$ cat src/rtl/dmem_req_queue.sv
// Data-memory request queue: buffers core loads/stores, throttles outstanding
// loads, and returns load data (with byte-lane extraction) in issue order.
module dmem_req_queue #(
    parameter int DEPTH_P  = 4,
    parameter int MAX_LD_P = 2,
    parameter int ADDR_W_P = 32,
    parameter int DATA_W_P = 32
) (
    input  logic                      clk,
    input  logic                      n_reset,
    input  logic                      req_valid_i,
    output logic                      req_ready_o,
    input  logic                      req_wen_i,
    input  logic                      req_byte_i,
    input  logic [ADDR_W_P-1:0]       req_addr_i,
    input  logic [DATA_W_P-1:0]       req_wdata_i,
    output logic                      mem_valid_o,
    output logic                      mem_wen_o,
    output logic                      mem_byte_o,
    output logic [ADDR_W_P-1:0]       mem_addr_o,
    output logic [DATA_W_P-1:0]       mem_wdata_o,
    input  logic                      mem_yumi_i,
    input  logic                      mem_rvalid_i,
    input  logic [DATA_W_P-1:0]       mem_rdata_i,
    output logic                      mem_ryumi_o,
    output logic                      rsp_valid_o,
    output logic [DATA_W_P-1:0]       rsp_rdata_o,
    input  logic                      rsp_yumi_i,
    output logic [$clog2(DEPTH_P):0]  count_o,
    output logic [$clog2(MAX_LD_P):0] outst_o,
    output logic                      err_o
);

    localparam int PW  = $clog2(DEPTH_P);
    localparam int CW  = PW + 1;
    localparam int OW  = $clog2(MAX_LD_P) + 1;
    localparam int TPW = (MAX_LD_P > 1) ? $clog2(MAX_LD_P) : 1;
    localparam logic [CW-1:0]  DEPTH_C    = CW'(DEPTH_P);
    localparam logic [OW-1:0]  MAX_LD_C   = OW'(MAX_LD_P);
    localparam logic [TPW-1:0] TAG_LAST_C = TPW'(MAX_LD_P - 1);

    typedef struct packed {
        logic                wen;
        logic                byt;
        logic [ADDR_W_P-1:0] addr;
        logic [DATA_W_P-1:0] wdata;
    } req_t;

    typedef struct packed {
        logic       byt;
        logic [1:0] lane;
    } tag_t;

    req_t                fifo_q [DEPTH_P];
    tag_t                tag_q  [MAX_LD_P];
    logic [PW-1:0]       wr_ptr_q, wr_ptr_d, rd_ptr_q, rd_ptr_d;
    logic [CW-1:0]       count_q, count_d;
    logic [TPW-1:0]      tag_wr_q, tag_wr_d, tag_rd_q, tag_rd_d;
    logic [OW-1:0]       outst_q, outst_d;
    logic                rsp_valid_q, rsp_valid_d;
    logic [DATA_W_P-1:0] rsp_rdata_q, rsp_rdata_d;
    logic                err_q, err_d;

    req_t head;
    tag_t rtag;
    logic enq, deq, ld_issue, rd_take;

    assign head     = fifo_q[rd_ptr_q];
    assign rtag     = tag_q[tag_rd_q];
    assign enq      = req_valid_i && req_ready_o;
    assign deq      = mem_valid_o && mem_yumi_i;
    assign ld_issue = deq && !head.wen;
    assign rd_take  = mem_ryumi_o;

    assign req_ready_o = (count_q != DEPTH_C);
    // Loads stall at the head once the tag FIFO is full; stores never wait on it.
    assign mem_valid_o = (count_q != '0) && (head.wen || (outst_q < MAX_LD_C));
    assign mem_wen_o   = head.wen;
    assign mem_byte_o  = head.byt;
    assign mem_addr_o  = head.addr;
    assign mem_wdata_o = head.wdata;
    assign mem_ryumi_o = mem_rvalid_i && (outst_q != '0) && (!rsp_valid_q || rsp_yumi_i);
    assign rsp_valid_o = rsp_valid_q;
    assign rsp_rdata_o = rsp_rdata_q;
    assign count_o     = count_q;
    assign outst_o     = outst_q;
    assign err_o       = err_q;

    // NOTE: every _d gets its hold value first so no path through this block infers a latch.
    always_comb begin
        wr_ptr_d    = wr_ptr_q;
        rd_ptr_d    = rd_ptr_q;
        count_d     = count_q;
        tag_wr_d    = tag_wr_q;
        tag_rd_d    = tag_rd_q;
        outst_d     = outst_q;
        rsp_valid_d = rsp_valid_q;
        rsp_rdata_d = rsp_rdata_q;
        err_d       = err_q || (mem_rvalid_i && (outst_q == '0));

        if (enq) wr_ptr_d = wr_ptr_q + 1'b1;
        if (deq) rd_ptr_d = rd_ptr_q + 1'b1;
        case ({enq, deq})
            2'b10:   count_d = count_q + 1'b1;
            2'b01:   count_d = count_q - 1'b1;
            default: count_d = count_q;
        endcase

        if (ld_issue) tag_wr_d = (tag_wr_q == TAG_LAST_C) ? '0 : tag_wr_q + 1'b1;
        if (rd_take)  tag_rd_d = (tag_rd_q == TAG_LAST_C) ? '0 : tag_rd_q + 1'b1;
        case ({ld_issue, rd_take})
            2'b10:   outst_d = outst_q + 1'b1;
            2'b01:   outst_d = outst_q - 1'b1;
            default: outst_d = outst_q;
        endcase

        if (rd_take) begin
            rsp_valid_d = 1'b1;
            if (rtag.byt) begin
                rsp_rdata_d      = '0;
                rsp_rdata_d[7:0] = mem_rdata_i[{rtag.lane, 3'b000} +: 8];
            end else begin
                rsp_rdata_d = mem_rdata_i;
            end
        end else if (rsp_yumi_i) begin
            rsp_valid_d = 1'b0;
        end
    end

    // NOTE: state registers use non-blocking assignments so every flop samples pre-edge values.
    always_ff @(posedge clk or negedge n_reset) begin
        if (!n_reset) begin
            wr_ptr_q    <= '0;
            rd_ptr_q    <= '0;
            count_q     <= '0;
            tag_wr_q    <= '0;
            tag_rd_q    <= '0;
            outst_q     <= '0;
            rsp_valid_q <= 1'b0;
            rsp_rdata_q <= '0;
            err_q       <= 1'b0;
        end else begin
            wr_ptr_q    <= wr_ptr_d;
            rd_ptr_q    <= rd_ptr_d;
            count_q     <= count_d;
            tag_wr_q    <= tag_wr_d;
            tag_rd_q    <= tag_rd_d;
            outst_q     <= outst_d;
            rsp_valid_q <= rsp_valid_d;
            rsp_rdata_q <= rsp_rdata_d;
            err_q       <= err_d;
        end
    end

    // NOTE: storage is reset too, so the head fields read as zero after reset instead of X.
    always_ff @(posedge clk or negedge n_reset) begin
        if (!n_reset) begin
            for (int i = 0; i < DEPTH_P; i++)  fifo_q[i] <= '0;
            for (int i = 0; i < MAX_LD_P; i++) tag_q[i]  <= '0;
        end else begin
            if (enq) begin
                fifo_q[wr_ptr_q] <= req_t'{wen: req_wen_i, byt: req_byte_i,
                                           addr: req_addr_i, wdata: req_wdata_i};
            end
            if (ld_issue) tag_q[tag_wr_q] <= tag_t'{byt: head.byt, lane: head.addr[1:0]};
        end
    end

endmodule

$ cat config.mk
export PLATFORM = sky130hd
export DESIGN_NAME = dmem_req_queue
export DESIGN_NICKNAME = d
export VERILOG_FILES = /design/src/rtl/dmem_req_queue.sv
export SDC_FILE = /design/constraint.sdc
export NUM_CORES = 1
export LEC_CHECK = 0
export CAP_MARGIN = 20
export CORE_MARGIN = 5
export CORE_UTILIZATION = 50
export CTS_BUF_LIST = sky130_fd_sc_hd__clkbuf_8
export DETAILED_ROUTE_END_ITERATION = 10
export PLACE_DENSITY = 0.75
export SYNTH_ARGS = -nofsm -noshare
export SYNTH_HDL_FRONTEND = slang
export SYNTH_SLANG_ARGS = --single-unit
$ cat constraint.sdc
create_clock -name clk -period 2.9 [get_ports clk]
set_input_delay 0.58 -clock clk [delete_from_list [all_inputs] [get_ports clk]]
set_output_delay 0.58 -clock clk [all_outputs]
set_load 0.005 [all_outputs]
* Word-level counts from Yosys, hierarchy flattened
Index checks and enable logic that the tools add are counted.
** Storage, ports and cells
- Bits in registers :: 315
- Input port bits :: 104
- Output and inout bits :: 108
- Logic and storage cells :: 93
** Cells by class
- $add $sub $neg :: 8
- $lt $le $gt $ge :: 7
- Eq/ne operators :: 5
- Shifts and indexed selects :: 1
- Multiplexer cells :: 19
- Bitwise operators :: 4
- Reduce and logical (&&, ||, !) cells :: 20
** Operators by type and width (count)
- $bwmux 264 :: 1
- $mux 66 :: 3
- $bmux 66 s2 :: 1
- $demux 66 s2 :: 1
- $mux 32 :: 1
- $shiftx 32x6->8 :: 1
- $mux 3 :: 4
- $logic_and 1x1->1 :: 9
- $reduce_bool 2->1 :: 4
- $add 2x1->2 const B :: 3
- $bwmux 6 :: 1
- $ge 3x3->1 const B :: 2
- $not 2->3 :: 2
- $pmux 3 s2 :: 1
- $eq 2x1->1 const B :: 2
- $eq 2x2->1 const B :: 2
- $ge 2x2->1 const B :: 2
- $mux 1 :: 4
- $not 1->2 :: 2
- $pmux 2 s2 :: 1
- $add 3x1->3 const B :: 1
- $demux 3 s1 :: 1
- $logic_or 1x1->1 :: 3
- $lt 3x1->1 const B :: 1
- 9 further kinds :: 11

* Longest topological paths before layout
- Word-level depth :: 10
- Mapped depth :: 10
- Gate-level depth less buffers :: 8

* Worst setup path before layout
Ideal clock, no wire load.
- Path kind :: input to register
- Start :: input rsp_yumi_i
- End :: register outst_q[1], in the netlist outst_o[1]
- Setup time :: 80 ps
- Arrival time :: 2140 ps
- Data required time :: 2820 ps
- Setup slack :: 680 ps
- Stages on the path :: 9
- Path buffers :: 3
- Cell sequence :: nor2b_1 clkbuf_1 or2_2 clkbuf_1 clkbuf_1 inv_1 ha_1 nor2_1 xnor2_1
** Between the ends
- Longest elaborated chain between the ends :: 4
- Elaborated cells on any way between the ends :: 6
- Those cells by class :: eq/ne: 2; mux: 1; reduce/logical: 3
** Ends and longest elaborated chain
- start: declaration :: line 28 : input logic rsp_yumi_i,
- $logic_or 1x1->1 * :: line 82 : assign mem_ryumi_o = mem_rvalid_i && (outst_q != '0) && (!rsp_valid_q || rsp_yumi_i);
- $logic_and 1x1->1 * :: line 82
- via mem_ryumi_o :: line 25 : output logic mem_ryumi_o,
- $eq 2x1->1 or $eq 2x2->1 (tied branches) :: line 111 : case ({ld_issue, rd_take})
- $pmux 2 s2 or $reduce_bool 2->1 (tied branches)
- end signal: assignment :: line 148 : outst_q <= outst_d;
- end: declaration :: line 59 : logic [OW-1:0] outst_q, outst_d;
The timed path passes the listed nets; every way through them passes the cells marked *.
A chain may end at the register's enable or synchronous reset.

* Final worst setup path
- Start :: register rd_ptr_q[0]
- End :: output mem_wdata_o[24]
** Between the ends
- Longest elaborated chain between the ends :: 4
** Ends and longest elaborated chain
- start: declaration :: line 56 : logic [PW-1:0] wr_ptr_q, wr_ptr_d, rd_ptr_q, rd_ptr_d;
- start signal: assignment :: line 144 : rd_ptr_q <= rd_ptr_d;
- $not 2->3 (not written as such) :: line 68 : assign head = fifo_q[rd_ptr_q];
- $bmux 66 s2 :: line 68
- $mux 66 (not written as such) (2 in a row) :: line 68
- end: declaration :: line 21 : output logic [DATA_W_P-1:0] mem_wdata_o,
No other way between the ends. The select of a mux whose other input is x is not followed.

==> run metrics <==
Pwr Total 21.7 mW; clock buffer depth 3; min Tclk post-route 2830 ps; Worst path max stage delay 500 ps; DRT Wirelength 32,200 µm; initial antenna violation count 1; cells after synthesis 860; Setup crit start kind flip-flop; Worst VDD drop 618 µV; status finished, final reports clean; Final setup viols 0; fin. max-slew vios 0; max_slew headroom 0.620; vias 8,456; Seq/Total Area, Yosys 0.567; Synth cell types 35; worst r2r src rd_ptr_q[0]; Worst EP required 2320 ps; RSZ-0062 raised after global routing false; Avg WL per Cell 20.7 µm; Post-DP HPWL 20,600 µm; Overall Global Routing Usage 0.212; Worst Hold Launch fifo_q[200]; I/O Buffers 211; grt total ovfl 0; total core area 27,600 µm²; Clock Skew 33.6 ps; first-pass GRT wire length 52,500 µm; DRC Markers 0; Area Overhead vs Synth 29.5%; drt pass-1 iters 4; Syn Std Cell Area 13,900 µm²; largest net degree at the start of global routing 70; post-synth net total 971; Slowest cell on crit path dfrtp_4; DRT iter0 DRCs 417; Slew @ Worst Pin 569 ps; Die X 177 µm; post-synthesis average cell area 16.2 µm²; Yosys reg bits 315; CP endpoint kind output pin; Worst-path clk slew 60 ps; Worst-Skew Late Latency 580 ps; leakage 7.75 nW; EDFF count, synth 0; P per Cell Area 1200 nW/µm²; layout cell share with drive strength beyond 1 0.423; worst-path cell chain buf_12 -> buf_16 -> mux4_2 -> clkdlybuf4s50_1; Num CTS Buffers 53; CP arrival 2250 ps; CP startpoint rd_ptr_q[0]; CTS H-tree depth 2; R2R Setup Slk 310 ps; ys flop type dfrtp_1; Final Hold Viols 0; Async S/R FF share, synth 1.00; clk sinks 315; Initial Utilization 0.503; Ports 212; Hold Path Class reg -> reg; Die ar. 31,200 µm²; Setup Crit Path Kind reg -> out; die height 177 µm; total negative slack 0 ps; Row Count 61; Post-DRT Antenna Nets 0; CTS tree built; fin nets 1,245; max cap viols 0; period utilization 0.977; Max Freq 0.353 GHz; vias in the first global route 9,421; crit-path max FO 8; GPL Wtd Cong 0.806; warnings from Yosys 0; Via density 5.44; CTS Root Buffer Type clkbuf_8
[cell type report]
class                      instances  area (µm²)
clock buffer                      70         963
timing repair buffer             278        2820
tap                              378         473
antenna                            1        2.50
sequential                       315        7890
clock inverter                    26         134
fill                            2086        9640
multi-input combinational        479        5680
inverter                           7        26.3
[metrics by stage]
stage	instances	setup WS, ps	hold WS [ps]	util	cell area [µm²]
after global routing	1554	1.80	504	0.651	18000
final	1554	66.8	491	0.651	18000
after CTS	1533	1.59	494	0.646	17900
after global placement	1420	316	470	0.599	16500
after floorplan	860	680	284	-	13900
after detailed placement	1420	290	482	0.599	16500
[cell families (layout without fill, tap and decap cells)]
family,Yosys count,in the layout,share of synthesized area
adder cells (fa/ha/maj),7,7,0.00684
multiplexers,350,350,0.344
flip-flops,315,315,0.567
other,0,1,0
AO/OA/AOI/OAI,62,62,0.0267
AND/OR/NAND/NOR,49,49,0.0205
buffers and inverters,66,381,0.0278
XOR/XNOR,11,11,0.00694
[synthesized netlist by cell type (all sizes together), types with 3 or more instances]
library cell / instances / area [µm²]
nor2: 3 / 11.3
nor4b: 9 / 93.8
xor2: 3 / 26.3
dfrtp: 315 / 7880
mux2: 274 / 3090
xnor2: 8 / 70.1
nand3: 4 / 20.0
a221o: 8 / 80.1
o21ai: 49 / 249
ha: 6 / 75.1
mux4: 74 / 1670
nand2: 25 / 93.8
clkbuf: 19 / 71.3
inv: 7 / 26.3
buf: 40 / 289
[final timing paths]
path	to	cells after the start
max in group asynchronous	rd_ptr_q[1]	3
setup / recovery	mem_wdata_o[24]	4
hold reg to reg	fifo_q[200]	1
min in group asynchronous	fifo_q[223]	2
hold / removal	fifo_q[200]	1
setup reg to reg	count_o[2]	11
[power by group]
part	total (mW)	internal, mW	switching [mW]
combinational	9.90	6.17	3.73
clock	3.96	2.23	1.73
sequential	7.80	6.67	1.13
[flip-flops by register name, summed over array words and instances (netlist names), 2 cells and up]
register and cells:
count_o 3, wr_ptr_q 2, rsp_rdata_o 32, fifo_q 264, tag_q 6, outst_o 2
rd_ptr_q 2
[metal layers]
layer	GRT usage	part of all wire	vias to the layer above
met2	0.350	0.49	238
met3	0.0605	0.073	55
li1	-	-	3774
met4	0.0532	0.021	0
met5	0	0	-
met1	0.282	0.42	4389
[layout by cell type (no fill, tap or decap), types with 2 or more instances in the layout]
cell type / netlist / layout
a221o_1: 8 / 8
buf_12: 0 / 13
buf_16: 0 / 4
buf_4: 8 / 47
bufbuf_16: 0 / 2
clkbuf_2: 0 / 8
clkbuf_8: 0 / 70
clkdlybuf4s15_1: 0 / 4
clkdlybuf4s50_1: 0 / 151
clkinv_2: 0 / 5
dfrtp_1: 315 / 313
dfrtp_4: 0 / 2
dlygate4sd2_1: 0 / 47
ha_1: 6 / 6
inv_1: 7 / 26
mux2_1: 16 / 16
mux2_2: 257 / 257
mux4_2: 74 / 74
nand2_1: 25 / 25
nand3_4: 0 / 4
nor2_1: 3 / 3
nor4b_1: 8 / 8
o21ai_0: 48 / 48
or3_1: 2 / 2
xnor2_1: 8 / 8
xor2_1: 3 / 3
[critical path: cells and delay by family, from the launching register on]
kind,cells,cell delay [ps]
buffers and inverters,3,780
flip-flops,1,500
multiplexers,1,410
[what timing repair did]
action | CTS | global route
hold buffers | 1 | 0
buffers inserted | 12 | 20
hold endpoints to repair | 40 | 0
endpoints found under the setup margin | 66 | 15
cloned | 4 | 0
gates resized for setup | 74 | 9
Note: power is estimated with default switching activity, not from simulation.
